**config.mk**
```make
export PLATFORM = sky130hd
export DESIGN_NAME = ram_hub_mc
export DESIGN_NICKNAME = d
export VERILOG_FILES = /design/src/rtl/ram_hub_mc.sv
export SDC_FILE = /design/constraint.sdc
export NUM_CORES = 1
export LEC_CHECK = 0
export ABC_AREA = 1
export CORE_AREA = 2 2 130 132
export DETAILED_ROUTE_END_ITERATION = 10
export DIE_AREA = 0 0 132 134
export PLACE_DENSITY_LB_ADDON = 0.15
export REMOVE_ABC_BUFFERS = 1
export SYNTH_ARGS = -nofsm -noshare
export SYNTH_HDL_FRONTEND = slang
export SYNTH_SLANG_ARGS = --single-unit
```
**constraint.sdc**
```tcl
create_clock -name clk -period 2.47 [get_ports clk]
set_input_delay 0.494 -clock clk [delete_from_list [all_inputs] [get_ports clk]]
set_output_delay 0.494 -clock clk [all_outputs]
set_load 0.005 [all_outputs]
```
**src/rtl/ram_hub_mc.sv**
```systemverilog
// Multi-channel HyperRAM hub: arbitrates NCH host channels onto a single PHY
// command/data port, steers write/read beats and aborts stalled bursts.
module ram_hub_mc #(
    parameter int NCH = 4,
    parameter int AW  = 32,
    parameter int DW  = 16,
    parameter int BLW = 4,
    parameter int TMO = 255
) (
    input  logic                 clk,
    input  logic                 rst,
    input  logic [NCH-1:0]       host_req,
    input  logic [NCH-1:0]       host_rwn,
    input  logic [NCH*AW-1:0]    host_addr,
    input  logic [NCH*BLW-1:0]   host_len,
    output logic [NCH-1:0]       host_ack,
    input  logic [NCH*DW-1:0]    host_txd,
    input  logic [NCH*2-1:0]     host_txm,
    output logic [NCH-1:0]       host_txd_ack,
    output logic [DW-1:0]        host_rxd,
    output logic [NCH-1:0]       host_rxd_vld,
    output logic [NCH-1:0]       host_err,
    input  logic                 prio_fixed,
    input  logic                 hub_disable,
    output logic                 phy_req,
    output logic                 phy_rwn,
    output logic [AW-1:0]        phy_addr,
    output logic [BLW-1:0]       phy_len,
    input  logic                 phy_ack,
    output logic [DW-1:0]        phy_txd,
    output logic [1:0]           phy_txm,
    input  logic                 phy_txd_ack,
    input  logic [DW-1:0]        phy_rxd,
    input  logic                 phy_rxd_vld,
    output logic                 phy_fin,
    output logic                 busy
);

    localparam int PW  = (NCH > 1) ? $clog2(NCH) : 1;
    localparam int WDW = $clog2(TMO + 1);

    localparam logic [BLW:0]   CNT_ONE = (BLW + 1)'(1);
    localparam logic [WDW-1:0] WD_ONE  = WDW'(1);
    localparam logic [WDW-1:0] WD_MAX  = WDW'(TMO);
    localparam logic [PW-1:0]  PW_ONE  = PW'(1);
    localparam logic [PW-1:0]  CH_LAST = PW'(NCH - 1);

    typedef enum logic [1:0] {
        IDLE = 2'd0,
        CMD  = 2'd1,
        DATA = 2'd2,
        DONE = 2'd3
    } state_t;

    state_t         state_r;
    state_t         state_s;
    logic [PW-1:0]  g_r;
    logic [PW-1:0]  ptr_r;
    logic           rwn_r;
    logic [AW-1:0]  addr_r;
    logic [BLW-1:0] len_r;
    logic [BLW:0]   cnt_r;
    logic [WDW-1:0] wd_r;

    logic [PW-1:0]  pick_s;
    logic [PW-1:0]  ptr_next_s;
    logic           go_s;
    logic           beat_s;
    logic           last_s;
    logic           tmo_s;
    logic           active_s;

    // First requesting channel at or after 'start' (wrapping); 'fixed' searches from 0.
    function automatic logic [PW-1:0] pick(input logic [NCH-1:0] req,
                                           input logic [PW-1:0]  start,
                                           input logic           fixed);
        logic [PW:0]   sum;
        logic [PW-1:0] idx;
        logic [PW-1:0] res;
        logic          found;
        res   = '0;
        found = 1'b0;
        for (int i = 0; i < NCH; i++) begin
            sum = (fixed ? {(PW + 1){1'b0}} : {1'b0, start}) + (PW + 1)'(i);
            sum = (sum >= (PW + 1)'(NCH)) ? (sum - (PW + 1)'(NCH)) : sum;
            idx = sum[PW-1:0];
            res   = (!found && req[idx]) ? idx : res;
            found = found | req[idx];
        end
        return res;
    endfunction

    assign pick_s     = pick(host_req, ptr_r, prio_fixed);
    assign go_s       = (state_r == IDLE) && !hub_disable && (|host_req);
    assign last_s     = (cnt_r == ({1'b0, len_r} + CNT_ONE));
    assign tmo_s      = (wd_r == WD_MAX);
    // Beats are only forwarded while the burst is still open (not in the fin/abort cycle).
    assign active_s   = (state_r == DATA) && !last_s && !tmo_s;
    assign beat_s     = rwn_r ? phy_rxd_vld : phy_txd_ack;
    assign ptr_next_s = (g_r == CH_LAST) ? {PW{1'b0}} : (g_r + PW_ONE);

    assign phy_rwn  = rwn_r;
    assign phy_addr = addr_r;
    assign phy_len  = len_r;

    // FSM state register
    always_ff @(posedge clk or negedge rst) begin
        if (!rst) begin
            state_r <= IDLE;
        end else begin
            state_r <= state_s;
        end
    end

    // FSM next-state logic
    always_comb begin
        state_s = state_r;
        case (state_r)
            IDLE: begin
                if (go_s) begin
                    state_s = CMD;
                end else begin
                    state_s = IDLE;
                end
            end
            CMD: begin
                if (phy_ack) begin
                    state_s = DATA;
                end else begin
                    state_s = CMD;
                end
            end
            DATA: begin
                if (last_s || tmo_s) begin
                    state_s = DONE;
                end else begin
                    state_s = DATA;
                end
            end
            DONE:    state_s = IDLE;
            default: state_s = IDLE;
        endcase
    end

    // Grant capture, beat counter, watchdog and round-robin pointer
    always_ff @(posedge clk or negedge rst) begin
        if (!rst) begin
            g_r    <= '0;
            ptr_r  <= '0;
            rwn_r  <= 1'b0;
            addr_r <= '0;
            len_r  <= '0;
            cnt_r  <= '0;
            wd_r   <= '0;
        end else begin
            case (state_r)
                IDLE: begin
                    if (go_s) begin
                        g_r    <= pick_s;
                        rwn_r  <= host_rwn[pick_s];
                        addr_r <= host_addr[pick_s*AW +: AW];
                        len_r  <= host_len[pick_s*BLW +: BLW];
                    end
                end
                CMD: begin
                    if (phy_ack) begin
                        cnt_r <= '0;
                        wd_r  <= '0;
                    end
                end
                DATA: begin
                    if (active_s && beat_s) begin
                        cnt_r <= cnt_r + CNT_ONE;
                        wd_r  <= '0;
                    end else if (!tmo_s) begin
                        wd_r <= wd_r + WD_ONE;
                    end
                end
                DONE: begin
                    if (!prio_fixed) begin
                        ptr_r <= ptr_next_s;
                    end
                end
                default: begin
                    cnt_r <= '0;
                    wd_r  <= '0;
                end
            endcase
        end
    end

    // FSM outputs and data steering to/from the granted channel
    always_comb begin
        phy_req      = 1'b0;
        phy_fin      = 1'b0;
        phy_txd      = '0;
        phy_txm      = 2'b00;
        host_ack     = '0;
        host_err     = '0;
        host_txd_ack = '0;
        host_rxd_vld = '0;
        host_rxd     = '0;
        busy         = 1'b1;
        case (state_r)
            IDLE: busy = 1'b0;
            CMD: begin
                phy_req       = 1'b1;
                host_ack[g_r] = phy_ack;
            end
            DATA: begin
                if (last_s || tmo_s) begin
                    // A completed burst wins over a watchdog expiry in the same cycle.
                    phy_fin       = 1'b1;
                    host_err[g_r] = tmo_s && !last_s;
                end else if (rwn_r) begin
                    host_rxd          = phy_rxd;
                    host_rxd_vld[g_r] = phy_rxd_vld;
                end else begin
                    phy_txd           = host_txd[g_r*DW +: DW];
                    phy_txm           = host_txm[g_r*2 +: 2];
                    host_txd_ack[g_r] = phy_txd_ack;
                end
            end
            DONE:    busy = 1'b1;
            default: busy = 1'b1;
        endcase
    end

endmodule
```
**After elaboration in Yosys (flattened, before gate mapping)**

Index checks and enable logic that the tools add are counted.

- Multiplexer cells: 56
- Equal/unequal tests: 9
- Bitwise gates (word level): 7
- $lt $le $gt $ge: 11
- Shift operators: 4
- Reduce and logical (&&, ||, !) cells: 24
- Add/sub/neg operators: 11

Operators by type and width:

| operator | count |
|---|---|
| 128-bit by 8-bit variable part select with 32-bit output | 1 |
| 16-bit 2-to-1 mux | 6 |
| 64-bit by 7-bit variable part select with 16-bit output | 1 |
| 4-bit 2-to-1 mux | 9 |
| 2-bit 2-to-1 mux | 14 |
| 8-bit 2-to-1 mux | 3 |
| 2-bit by 3-bit < comparator with 1-bit output, second input constant | 6 |
| 4-bit AND | 4 |
| 8-bit one-hot mux with 2 select lines | 1 |
| 16-bit by 5-bit variable part select with 4-bit output | 1 |
| 1-bit 2-to-1 mux | 13 |
| 3-bit >= comparator, second input constant | 4 |
| 1-bit binary-select mux with 2-bit select | 5 |
| 1-bit logical AND | 10 |
| 5-bit 2-to-1 mux | 2 |
| 5-bit one-hot mux with 2 select lines | 1 |
| 8-bit by 1-bit adder with 8-bit output, second input constant | 1 |
| 8-bit equality test, second input constant | 1 |
| 2-bit one-hot mux with 4 select lines | 1 |
| 8-bit by 4-bit variable part select with 2-bit output | 1 |
| 2-bit by 1-bit subtractor with 2-bit output, second input constant | 4 |
| 2-bit by 2-bit adder with 3-bit output, second input constant | 2 |
| 2-bit equality test, second input constant | 3 |
| 1-bit logical NOT | 6 |
| 19 further kinds | 22 |

- Flip-flop bits (word level): 56
- Word-level logic and storage cells: 130
- Input port bits: 247

**Longest topological paths before layout**

- Word-level depth: 13
- Mapped depth: 17
- Gate-level depth less buffers: 14

**Least setup slack after synthesis**

OpenSTA, ideal clock, no wires.

- Kind: flip-flop to output port
- Start: register len_r[0] (netlist: phy_len[0])
- End: output host_rxd[10]
- Path buffers: 1
- Path slack: 0.108 ns
- Arrival time: 1.868 ns
- Required time: 1.976 ns
- Stages on the path, launching flop included: 12
- Cells stage by stage: dfrtp_1 -> ha_1 -> xor2_1 -> nor2_1 -> nand2_1 -> nor2_1 -> nand2_1 -> nand2_2 -> inv_2 -> nand2_1 -> clkbuf_1 -> nor2_1

- Cells in the longest elaborated chain, start to end: 5

Ends and longest elaborated chain:

| what | line | text |
|---|---|---|
| from (decl) | 61 | `logic [BLW-1:0] len_r;` |
| from (signal assigned) | 162 | `len_r <= host_len[pick_s*BLW +: BLW];` |
| 4-bit by 1-bit adder with 5-bit output | 95 | `assign last_s = (cnt_r == ({1'b0, len_r} + CNT_ONE));` |
| 5-bit equality test | 95 |  |
| 1-bit logical OR | 211 | `if (last_s \|\| tmo_s) begin` |
| 16-bit 2-to-1 mux | 211 |  |
| 16-bit 2-to-1 mux | 204 | `case (state_r)` |
| to (decl) | 20 | `output logic [DW-1:0] host_rxd,` |

No other way between the ends.

**Final worst setup path**

- Start: register len_r[0] (netlist: phy_len[0])
- End: output phy_txd[10]

- Cells in the longest elaborated chain, start to end: 5

Ends and longest elaborated chain:

| what | line | text |
|---|---|---|
| 4-bit by 1-bit adder with 5-bit output | 95 |  |
| 5-bit equality test | 95 |  |
| 1-bit logical OR | 211 |  |
| 16-bit 2-to-1 mux | 211 |  |
| 16-bit 2-to-1 mux | 204 |  |
| to (decl) | 30 | `output logic [DW-1:0] phy_txd,` |

No other way between the ends.

==> results.json <==
{
  "cts_hold_buf": 0,
  "insertion_delay_ns": 0.29,
  "r2r_end": "phy_addr[14]",
  "rsz0062_at_grt": "true",
  "cts.path.max_buffers": 2,
  "area.growth.synth_to_final_pct": 94.0,
  "final_area_um2": 9340,
  "overflow": 0,
  "h-tree-depth": 2,
  "grt_busiest_layer": "met2",
  "cpPeakStageDelay_ns": 0.41,
  "layout_commonest_cell": "clkdlybuf4s50_1",
  "crit_start": "phy_len[0]",
  "synth_area_um2": 4810,
  "synth_top_area_cell": "dfrtp_1",
  "layout_common_cells": "287 x clkdlybuf4s50_1, 244 x nand2_1, 208 x nand3_1",
  "syn_inst": 775,
  "num_vias": 6627,
  "yosysWarnings": 0,
  "synth_top_family_by_area": "simple AND/OR/NAND/NOR gates",
  "core_um2": 16300,
  "ant_nets": 0,
  "first_iter_violations": 335,
  "wl_per_cell_um": 16.0,
  "fin_tns_setup_ns": -4.57,
  "grt_usage_pct": 23.2,
  "worst-r2r-setup-slack_ns": 0.25,
  "dp_worst_setup_slack_ns": -0.342,
  "violations": "setup timing",
  "synth_seq_cells": 56,
  "timing.final.ws_setup_ns": -0.212,
  "met3_usage_pct": 5.56,
  "grt_pass1_vias": 6333,
  "rr_worst_depth": 13,
  "routabilityCongestion": 0.838,
  "p_per_area_nw_per_um2": 976,
  "status": "complete, but fails checks",
  "synth_compound_area_share_pct": 8.60,
  "synthTopCellsByArea": "dfrtp_1 29%, nand3_1 22%, nand2_1 19%",
  "post-route-util_pct": 57.3,
  "setup_viol": 38,
  "synth_top_area_share_pct": 29.1,
  "diodes": 0,
  "rows": 47,
  "cts_buffers": 5,
  "synthAdderAreaFrac_pct": 1.82,
  "min_period_ns": 2.68,
  "drv_cap": 0,
  "root_buffer": "clkbuf_16",
  "dieArea_um2": 17700,
  "grt.met1_usage_pct": 28.2,
  "layout-drive-gt1-share_pct": 17.7,
  "portBuffers": 336,
  "cp.arrival_ns": 2.19,
  "vias_per_cell": 4.87,
  "worst_pin_slew_ns": 0.558,
  "ir_drop_v": 0.000746,
  "num-nets-final": 1394,
  "critPathTopFamily": "buffers and inverters",
  "grt_pass1_wl_um": 33300,
  "crit_chain": "ha_4, xor2_1, nor2_1, nand2_1, nor2_1, nand2_1, nand2_2, inv_2, nand2_4, buf_12, buf_6, a221oi_2, buf_2",
  "antenna_found_initial": 0,
  "die_h_um": 134,
  "fmax_mhz": 373,
  "path_buf_inv": 4,
  "synth_seq_area_share_pct": 29.1,
  "ioPinCount": 337,
  "timing.final.max_slew_violations": 0,
  "yosys.area_share.xor_xnor_pct": 2.00,
  "synth.distinct_cells": 27,
  "start_kind": "register",
  "synth-simple-area-share_pct": 48.5,
  "synth.avg_cell_area_um2": 6.21,
  "max_slew_margin_pct": 62.8,
  "fin_skew_ns": 0.00917,
  "dr.pass1.iters": 4,
  "cts_tree": "done",
  "crit_slowest_cell": "dfrtp_1",
  "power_leakage_uw": 0.00439,
  "grtUsageMet2_pct": 41.3,
  "postPlaceCellArea_um2": 8780,
  "cp_max_fo": 5,
  "wirelength_um": 21700,
  "cts_sinks": 56,
  "fp.dieW_um": 132,
  "grt_start_max_net_pins": 55,
  "crit_type": "reg -> out",
  "start_util_pct": 29.5,
  "drc": 0,
  "critPathCaptureType": "primary output",
  "required_ns": 1.98,
  "rr_startpoint": "ptr_r[0]",
  "synthMuxAreaShare_pct": 0,
  "post-route-period-util_pct": 109,
  "finalHoldViolCount": 0,
  "clk_transition_reported_paths_ns": 0.07,
  "min_path_type": "in -> async",
  "dp_hpwl_um": 16300
}
## where the power goes
part           switching [µW]  internal (µW)  leakage (µW)
clock                     323            478     0.0000808
combinational            3660           3080       0.00360
sequential                267           1310      0.000708
## registers in the layout, indices dropped and copies added, names as in the netlist, named ones only
name	cells
phy_addr	32
wd_r	8
cnt_r	5
phy_len	4
g_r	2
ptr_r	2
phy_rwn	1
state_r	1
## how the worst max path moves through the flow
| stage | endpoint | slack [ns] | cells past startpoint |
|---|---|---|---|
| 3_3_place_gp | phy_txd[8] | -0.32 | 12 |
| 6_report | phy_txd[10] | -0.21 | 13 |
| 3_5_place_dp | phy_txd[8] | -0.34 | 12 |
| 2_1_floorplan | phy_addr[0] | -2.70 | 13 |
| 5_1_grt | phy_txd[10] | -0.37 | 13 |
| 4_1_cts | host_rxd[4] | -0.28 | 15 |
## cell families (layout without fill, tap and decap cells)
logic type	count (synthesis)	after routing
compound gates	68	68
fa+ha+maj	7	7
xor+xnor	11	11
buf+inv	102	468
flops	56	56
simple gates	531	531
## cell usage after synthesis
| cell | n |
|---|---|
| dfrtp_1 | 56 |
| buf_2 | 22 |
| nand3_1 | 213 |
| o21a_1 | 1 |
| nand2_2 | 3 |
| o311ai_0 | 1 |
| xor2_1 | 8 |
| a21oi_1 | 41 |
| ha_1 | 7 |
| nor4_1 | 1 |
| nand2_8 | 1 |
| inv_2 | 2 |
| buf_4 | 5 |
| o21ai_1 | 1 |
| nand4_1 | 4 |
| clkbuf_1 | 23 |
| buf_6 | 7 |
| xnor2_1 | 3 |
| nor2_1 | 38 |
| nand2_1 | 249 |
| nor2b_1 | 1 |
| o21ai_0 | 6 |
| inv_1 | 43 |
| and3_1 | 2 |
| nor3_1 | 18 |
| nor3_2 | 1 |
| a221oi_1 | 18 |
## worst reg2reg max path, cell delays in order, from the launching register on
cell and delay [ns]:
dfrtp_2 0.51, inv_1 0.09, nand3_1 0.07, nand2_1 0.09, nand2_1 0.09, nand2_1 0.11
nor2_2 0.11, nand4_1 0.25, buf_4 0.26, buf_12 0.17, nand3_1 0.12, nand3_1 0.08
nand3_1 0.11, nand2_1 0.05
## metal layers
layer / vias to the layer above / wire length [µm]
met1: 3018 / 8580
met5: - / 0
met3: 39 / 1550
met4: 0 / 545
met2: 251 / 11100
li1: 3319 / -
## cell type report
| type | count | area, µm² |
|---|---|---|
| Clock buffer | 6 | 129 |
| Clock inverter | 2 | 35.0 |
| Fill cell | 1586 | 6950 |
| Inverter | 45 | 169 |
| Multi-Input combinational cell | 617 | 3330 |
| Sequential cell | 56 | 1400 |
| Tap cell | 220 | 275 |
| Timing Repair Buffer | 415 | 4000 |
## per-stage QoR
stage / hold WS, ns / cells / power, µW
finish: 0.182 / 1361 / 9110
detailed placement: 0.464 / 1337 / 7730
global placement: 0.462 / 1337 / 7710
global route: 0.214 / 1361 / 9890
floorplan: 0.198 / 718 / 4640
CTS: 0.198 / 1357 / 8700
## repair_timing
action | in CTS | in global routing
gates cloned | 1 | 3
buffers inserted | 13 | 6
pin swaps | 18 | 19
resized for setup | 210 | 72
endpoints found under the setup margin | 67 | 86
No activity file was read; power rests on OpenSTA's default activity.
